### src/rtl/regfile_wb_arbiter_pkg.sv
// Shared definitions for the register-file writeback arbiter.
// Holds default widths, register count and the requester identifiers.
package regfile_pkg;

    localparam int DATA_W   = 32;
    localparam int ADDR_W   = 5;
    localparam int NUM_REGS = 32;

    typedef enum logic {
        REQ_ALU = 1'b0,
        REQ_MEM = 1'b1
    } req_e;

    // The requester that is not r; priority moves here after r is served.
    function automatic req_e other_req(input req_e r);
        return (r == REQ_ALU) ? REQ_MEM : REQ_ALU;
    endfunction

endpackage

### src/rtl/regfile_wb_arbiter_wb_rr_arb.sv
// Two-way round-robin grant between the ALU and load writeback ports.
// One priority bit: the requester just served loses priority to the other.
module wb_rr_arb
    import regfile_pkg::*;
(
    input  logic clk,
    input  logic rst_n,
    input  logic alu_valid,
    input  logic mem_valid,
    output logic alu_ready,
    output logic mem_ready
);

    req_e prio_q;
    req_e prio_d;

    // Priority state register, returns to ALU on reset.
    always_ff @(posedge clk) begin
        if (!rst_n) prio_q <= REQ_ALU;
        else        prio_q <= prio_d;
    end

    // Hand priority to the requester that was not served this cycle.
    always_comb begin
        prio_d = prio_q;
        if (alu_ready)      prio_d = other_req(REQ_ALU);
        else if (mem_ready) prio_d = other_req(REQ_MEM);
    end

    // Grant: lone requester wins, contention resolved by priority, none in reset.
    always_comb begin
        alu_ready = 1'b0;
        mem_ready = 1'b0;
        if (rst_n) begin
            if (alu_valid && (!mem_valid || prio_q == REQ_ALU)) alu_ready = 1'b1;
            else if (mem_valid)                                 mem_ready = 1'b1;
        end
    end

endmodule

### src/rtl/regfile_wb_arbiter.sv
// Register-file writeback arbiter with pending-write scoreboard.
// Optional macro WB_BYPASS_EN adds combinational forwarding of the write
// being presented to the register file onto two read ports.
module regfile_wb_arbiter
    import regfile_pkg::*;
#(
    parameter int DATA_W = regfile_pkg::DATA_W,
    parameter int ADDR_W = regfile_pkg::ADDR_W
) (
    input  logic                   clk,
    input  logic                   rst_n,
    input  logic                   alu_valid,
    output logic                   alu_ready,
    input  logic [ADDR_W-1:0]      alu_rd,
    input  logic [DATA_W-1:0]      alu_data,
    input  logic                   mem_valid,
    output logic                   mem_ready,
    input  logic [ADDR_W-1:0]      mem_rd,
    input  logic [DATA_W-1:0]      mem_data,
    input  logic                   claim_en,
    input  logic [ADDR_W-1:0]      claim_rd,
    output logic                   rf_rw,
    output logic [ADDR_W-1:0]      rf_da,
    output logic [DATA_W-1:0]      rf_bus_d,
`ifdef WB_BYPASS_EN
    input  logic [ADDR_W-1:0]      aa,
    input  logic [ADDR_W-1:0]      ba,
    input  logic [DATA_W-1:0]      rf_reg_a,
    input  logic [DATA_W-1:0]      rf_reg_b,
    output logic [DATA_W-1:0]      fwd_a,
    output logic [DATA_W-1:0]      fwd_b,
`endif
    output logic [2**ADDR_W-1:0]   busy
);

    localparam int NREG = 2**ADDR_W;

    logic              hs;
    logic [ADDR_W-1:0] sel_rd;
    logic [DATA_W-1:0] sel_data;
    logic              vld_p1;
    logic [ADDR_W-1:0] rf_da_p1;
    logic [DATA_W-1:0] rf_data_p1;
    logic [NREG-1:0]   busy_q;
    logic [NREG-1:0]   busy_d;

    wb_rr_arb u_arb (
        .clk       (clk),
        .rst_n     (rst_n),
        .alu_valid (alu_valid),
        .mem_valid (mem_valid),
        .alu_ready (alu_ready),
        .mem_ready (mem_ready)
    );

    // Select the winning request; at most one ready is ever high.
    always_comb begin
        hs       = alu_ready | mem_ready;
        sel_rd   = mem_ready ? mem_rd   : alu_rd;
        sel_data = mem_ready ? mem_data : alu_data;
    end

    // Writeback stage register: the accepted request, one cycle after its handshake.
    always_ff @(posedge clk) begin
        if (!rst_n) begin
            vld_p1     <= 1'b0;
            rf_da_p1   <= '0;
            rf_data_p1 <= '0;
        end else begin
            vld_p1 <= hs && (sel_rd != '0);
            if (hs) begin
                rf_da_p1   <= sel_rd;
                rf_data_p1 <= sel_data;
            end
        end
    end

    // Gate with rst_n so a write pending when reset arrives is dropped.
    assign rf_rw    = vld_p1 & rst_n;
    assign rf_da    = rf_da_p1;
    assign rf_bus_d = rf_data_p1;

    // Scoreboard next state: clear on handshake, then set on claim so a claim wins.
    always_comb begin
        busy_d = busy_q;
        if (hs && sel_rd != '0)
            busy_d[sel_rd] = 1'b0;
        if (claim_en && claim_rd != '0)
            busy_d[claim_rd] = 1'b1;
        busy_d[0] = 1'b0;
    end

    // Scoreboard register.
    always_ff @(posedge clk) begin
        if (!rst_n) busy_q <= '0;
        else        busy_q <= busy_d;
    end

    assign busy = busy_q;

`ifdef WB_BYPASS_EN
    // Forward the write being presented this cycle to matching nonzero read addresses.
    always_comb begin
        fwd_a = (rf_rw && rf_da == aa && aa != '0) ? rf_bus_d : rf_reg_a;
        fwd_b = (rf_rw && rf_da == ba && ba != '0) ? rf_bus_d : rf_reg_b;
    end
`endif

endmodule

### config.mk
export PLATFORM = sky130hd
export DESIGN_NAME = regfile_wb_arbiter
export DESIGN_NICKNAME = d
export VERILOG_FILES = /design/src/rtl/regfile_wb_arbiter_pkg.sv /design/src/rtl/regfile_wb_arbiter_wb_rr_arb.sv /design/src/rtl/regfile_wb_arbiter.sv
export SDC_FILE = /design/constraint.sdc
export NUM_CORES = 1
export LEC_CHECK = 0
export ABC_AREA = 1
export BUFFER_PORTS_ARGS = -buffer_cell sky130_fd_sc_hd__buf_2
export CORE_ASPECT_RATIO = 1.2
export CORE_MARGIN = 5
export CORE_UTILIZATION = 38
export DETAILED_ROUTE_END_ITERATION = 16
export HOLD_SLACK_MARGIN = 0.06
export MAX_ROUTING_LAYER = met4
export PLACE_DENSITY = 0.67
export SETUP_SLACK_MARGIN = 0.05
export SYNTH_ARGS = -nofsm -noshare
export SYNTH_HDL_FRONTEND = slang
export SYNTH_SLANG_ARGS = --single-unit
### constraint.sdc
create_clock -name clk -period 2.96 [get_ports clk]
set_clock_uncertainty 0.15 [all_clocks]
set_input_delay 0.444 -clock clk [delete_from_list [all_inputs] [get_ports clk]]
set_output_delay 0.444 -clock clk [all_outputs]
set_load 0.02 [all_outputs]
==> results.tsv <==
stage	metric	value	unit
job	maxCapViolCount	0	
sta	min_period_over_period	74.4	%
detailed_routing	vias	3751	
synthesis	synthCells	475	
final_layout	seqCellArea	1400	µm²
synthesis	synth_area_per_cell	7.17	µm²
floorplan	die_area	11000	µm²
floorplan	die_h	114	µm
power	switching_share	28.2	%
synthesis	synthSimpleGateAreaFrac	33.3	%
power	ir_drop	312	µV
setup_path	cp_cell_sequence	inv_2 > a21oi_2 > buf_4 > buf_2	
final_layout	area_growth	31.9	%
placement	gp_congestion	0.845	
clock_tree	hold_buffers	0	
setup_path	critPathMaxStageDelay	380	ps
sta	fin_crit	2200	ps
power	p_per_area	540	nW/µm²
global_route	antenna_found_initial	1	
global_route	grt_pass1_vias	3526	
synthesis	ys_top_cells_by_count	nand2_1 (149), dfxtp_1 (70), o21ai_0 (37)	
run_status	status	complete, no violations	
power	internal-power	1.74	mW
power	comb_power_share	17.7	%
setup_path	slowest_stage	dfxtp_1	
setup_path	endpoint_kind	output port	
sta	relSlewSlack	54.1	%
synthesis	yosysMostFrequentCell	nand2_1	
final_layout	fin_area	4490	µm²
detailed_routing	drtIter0Drc	196	
synthesis	synthFlopType	dfxtp_1	
global_route	grt_max_degree	55	
synthesis	synth-xor-area-share	0	%
synthesis	synthArstFlopShare	0	%
final_layout	fin_nets	704	
final_layout	num-fill-cells	871	
sta	worst_pin_slew	686	ps
synthesis	synth.distinct_cells	29	
power	power.leakage	2.05	nW
detailed_routing	wl_per_cell	14.3	µm
setup_path	path_class	flop to output port	
placement	io_buffers	154	
global_route	grt.total_usage	20.2	%
clock_tree	clkTransAtPathRegs	80	ps
synthesis	synth_edf_count	0	
sta	setup_viol	0	
sta	final-max-slew-violation-count	0	
clock_tree	cts_tree	yes	
final_layout	drive_above_1_share	34.9	%
synthesis	synth_compound_area_share	19.2	%
hold_path	min-delay-path-class	input port to flop	
detailed_routing	first_pass_iters	5	
synthesis	syn_nets	559	
detailed_routing	routed_via_density	5.05	
clock_tree	clk_latency	340	ps
floorplan	pin_count	156	
synthesis	synth_top_area_cell	dfxtp_1	
setup_path	cp.arrival	1610	ps
detailed_routing	drc	0	
synthesis	synth_mux_area_share	0	%
placement	placed_area	4230	µm²
clock_tree	post-cts-setup-buffer-count	0	
synthesis	yosysWarnings	0	
setup_path	path_max_fanout	33	
synthesis	synth_top_family_by_area	simple AND/OR/NAND/NOR gates	
clock_tree	cts_buffers	9	
floorplan	core-area	8660	µm²
placement	hpwlAfterDp	7990	µm
synthesis	synth_fa_ha_area_share	0	%
clock_tree	cts_resized	0	
detailed_routing	drt-total-wl	10600	µm
global_route	overflow	0	
sta	tns	0	ps
setup_path	worst_setup_path_start_kind	flop	
detailed_routing	antenna_left	0	
power	seqPwrFrac	42.0	%
power	p_sw	0.684	mW
global_route	grt_first_pass_wirelength	17000	µm
synthesis	yosys-top-cells-area	dfxtp_1 (41%), nand2_1 (16%), a31oi_1 (5.9%)	
final_layout	post-route-util	51.9	%
sta	final-hold-violation-count	0	
final_layout	multi_input_area	1790	µm²
floorplan	start_util	39.4	%
floorplan	die_w	96.4	µm
clock_tree	clkSinkCount	70	
synthesis	synth_area	3410	µm²
clock_tree	clockRootBuffer	clkbuf_8	
synthesis	synth-seq-area-share	41.1	%
clock_tree	htree_levels	3	
sta	rsz0062_at_grt	no	
clock_tree	clk_path_buf_depth	2	
setup_path	required	2370	ps
synthesis	ys_ff_latch	70	
floorplan	num_rows	37	
synthesis	synth_top_area_share	41.1	%
sta	fmax	454	MHz
power	p_clk_share	40.3	%
==> layout make-up <==
class,count,area share [%]
Timing Repair Buffer,161,18.3
Multi-Input combinational cell,360,39.9
Inverter,18,1.53
Tap cell,117,3.26
Sequential cell,70,31.2
Antenna cell,1,0.0557
Clock buffer,11,3.37
Clock inverter,5,2.34
==> cells in the final DEF, fill, tap and decap left out, types with 2 or more instances in the layout <==
master	count
nand2_4	5
clkinvlp_4	2
inv_1	15
nor2_1	33
dfxtp_1	70
bufinv_16	3
a31oi_1	32
o21ai_0	37
a21oi_2	14
a21oi_1	25
nor3_1	10
nand2_2	6
buf_2	154
nand2_1	149
clkbuf_8	11
buf_4	7
nand3_1	31
nand3_2	10
==> sequential cells by signal, summed over array words and instances (netlist names) <==
| name | flops |
|---|---|
| rf_da | 5 |
| busy | 31 |
| rf_bus_d | 32 |
| u_arb.prio_q | 1 |
| vld_p1 | 1 |
==> cells by family (layout without fill, tap and decap cells) <==
family	count (synthesis)	in the layout
other	1	2
AOI/OAI and AO/OA	111	111
buffers and inverters	45	195
and+or+nand+nor	248	248
DFF	70	70
==> final timing paths <==
path                     start           end  slack (ps)  depth (start not counted)
setup / recovery  u_arb.prio_q     mem_ready         760                          4
hold / removal    alu_data[16]  rf_bus_d[16]         200                          3
setup reg to reg  u_arb.prio_q       busy[4]         910                          8
hold reg to reg       busy[15]      busy[15]         310                          2
==> layer usage <==
metal	global-route usage, %	share of wire (%)	up-vias
met4	5.14	1.1	0
li1	-	-	1879
met3	5.34	8.7	8
met5	-	0	-
met2	31.7	47	186
met1	25.7	43	1678
==> power by group through the flow <==
stage | clock [mW] | sequential (mW) | combinational [mW]
6_report | 0.977 | 1.02 | 0.429
5_1_grt | 1.04 | 1.03 | 0.473
4_1_cts | 0.992 | 1.02 | 0.432
3_5_place_dp | 0 | 1.04 | 0.431
3_3_place_gp | 0 | 1.04 | 0.425
2_1_floorplan | 0 | 1.10 | 0.209
==> critical path, delay by kind of cell, from the launching register on <==
family / cells / cell delay [ps]
compound gates: 1 / 210
buf+inv: 3 / 660
flops: 1 / 380
==> per-stage QoR <==
step | total power [mW] | hold slack (ps) | setup WS, ps | cells
detailed placement | 1.47 | 299 | 702 | 726
global route | 2.54 | 189 | 655 | 743
CTS | 2.44 | 192 | 728 | 742
floorplan | 1.31 | 314 | 1190 | 475
global placement | 1.47 | 295 | 721 | 726
finish | 2.43 | 201 | 756 | 743
(Power assumes the default switching activity.)
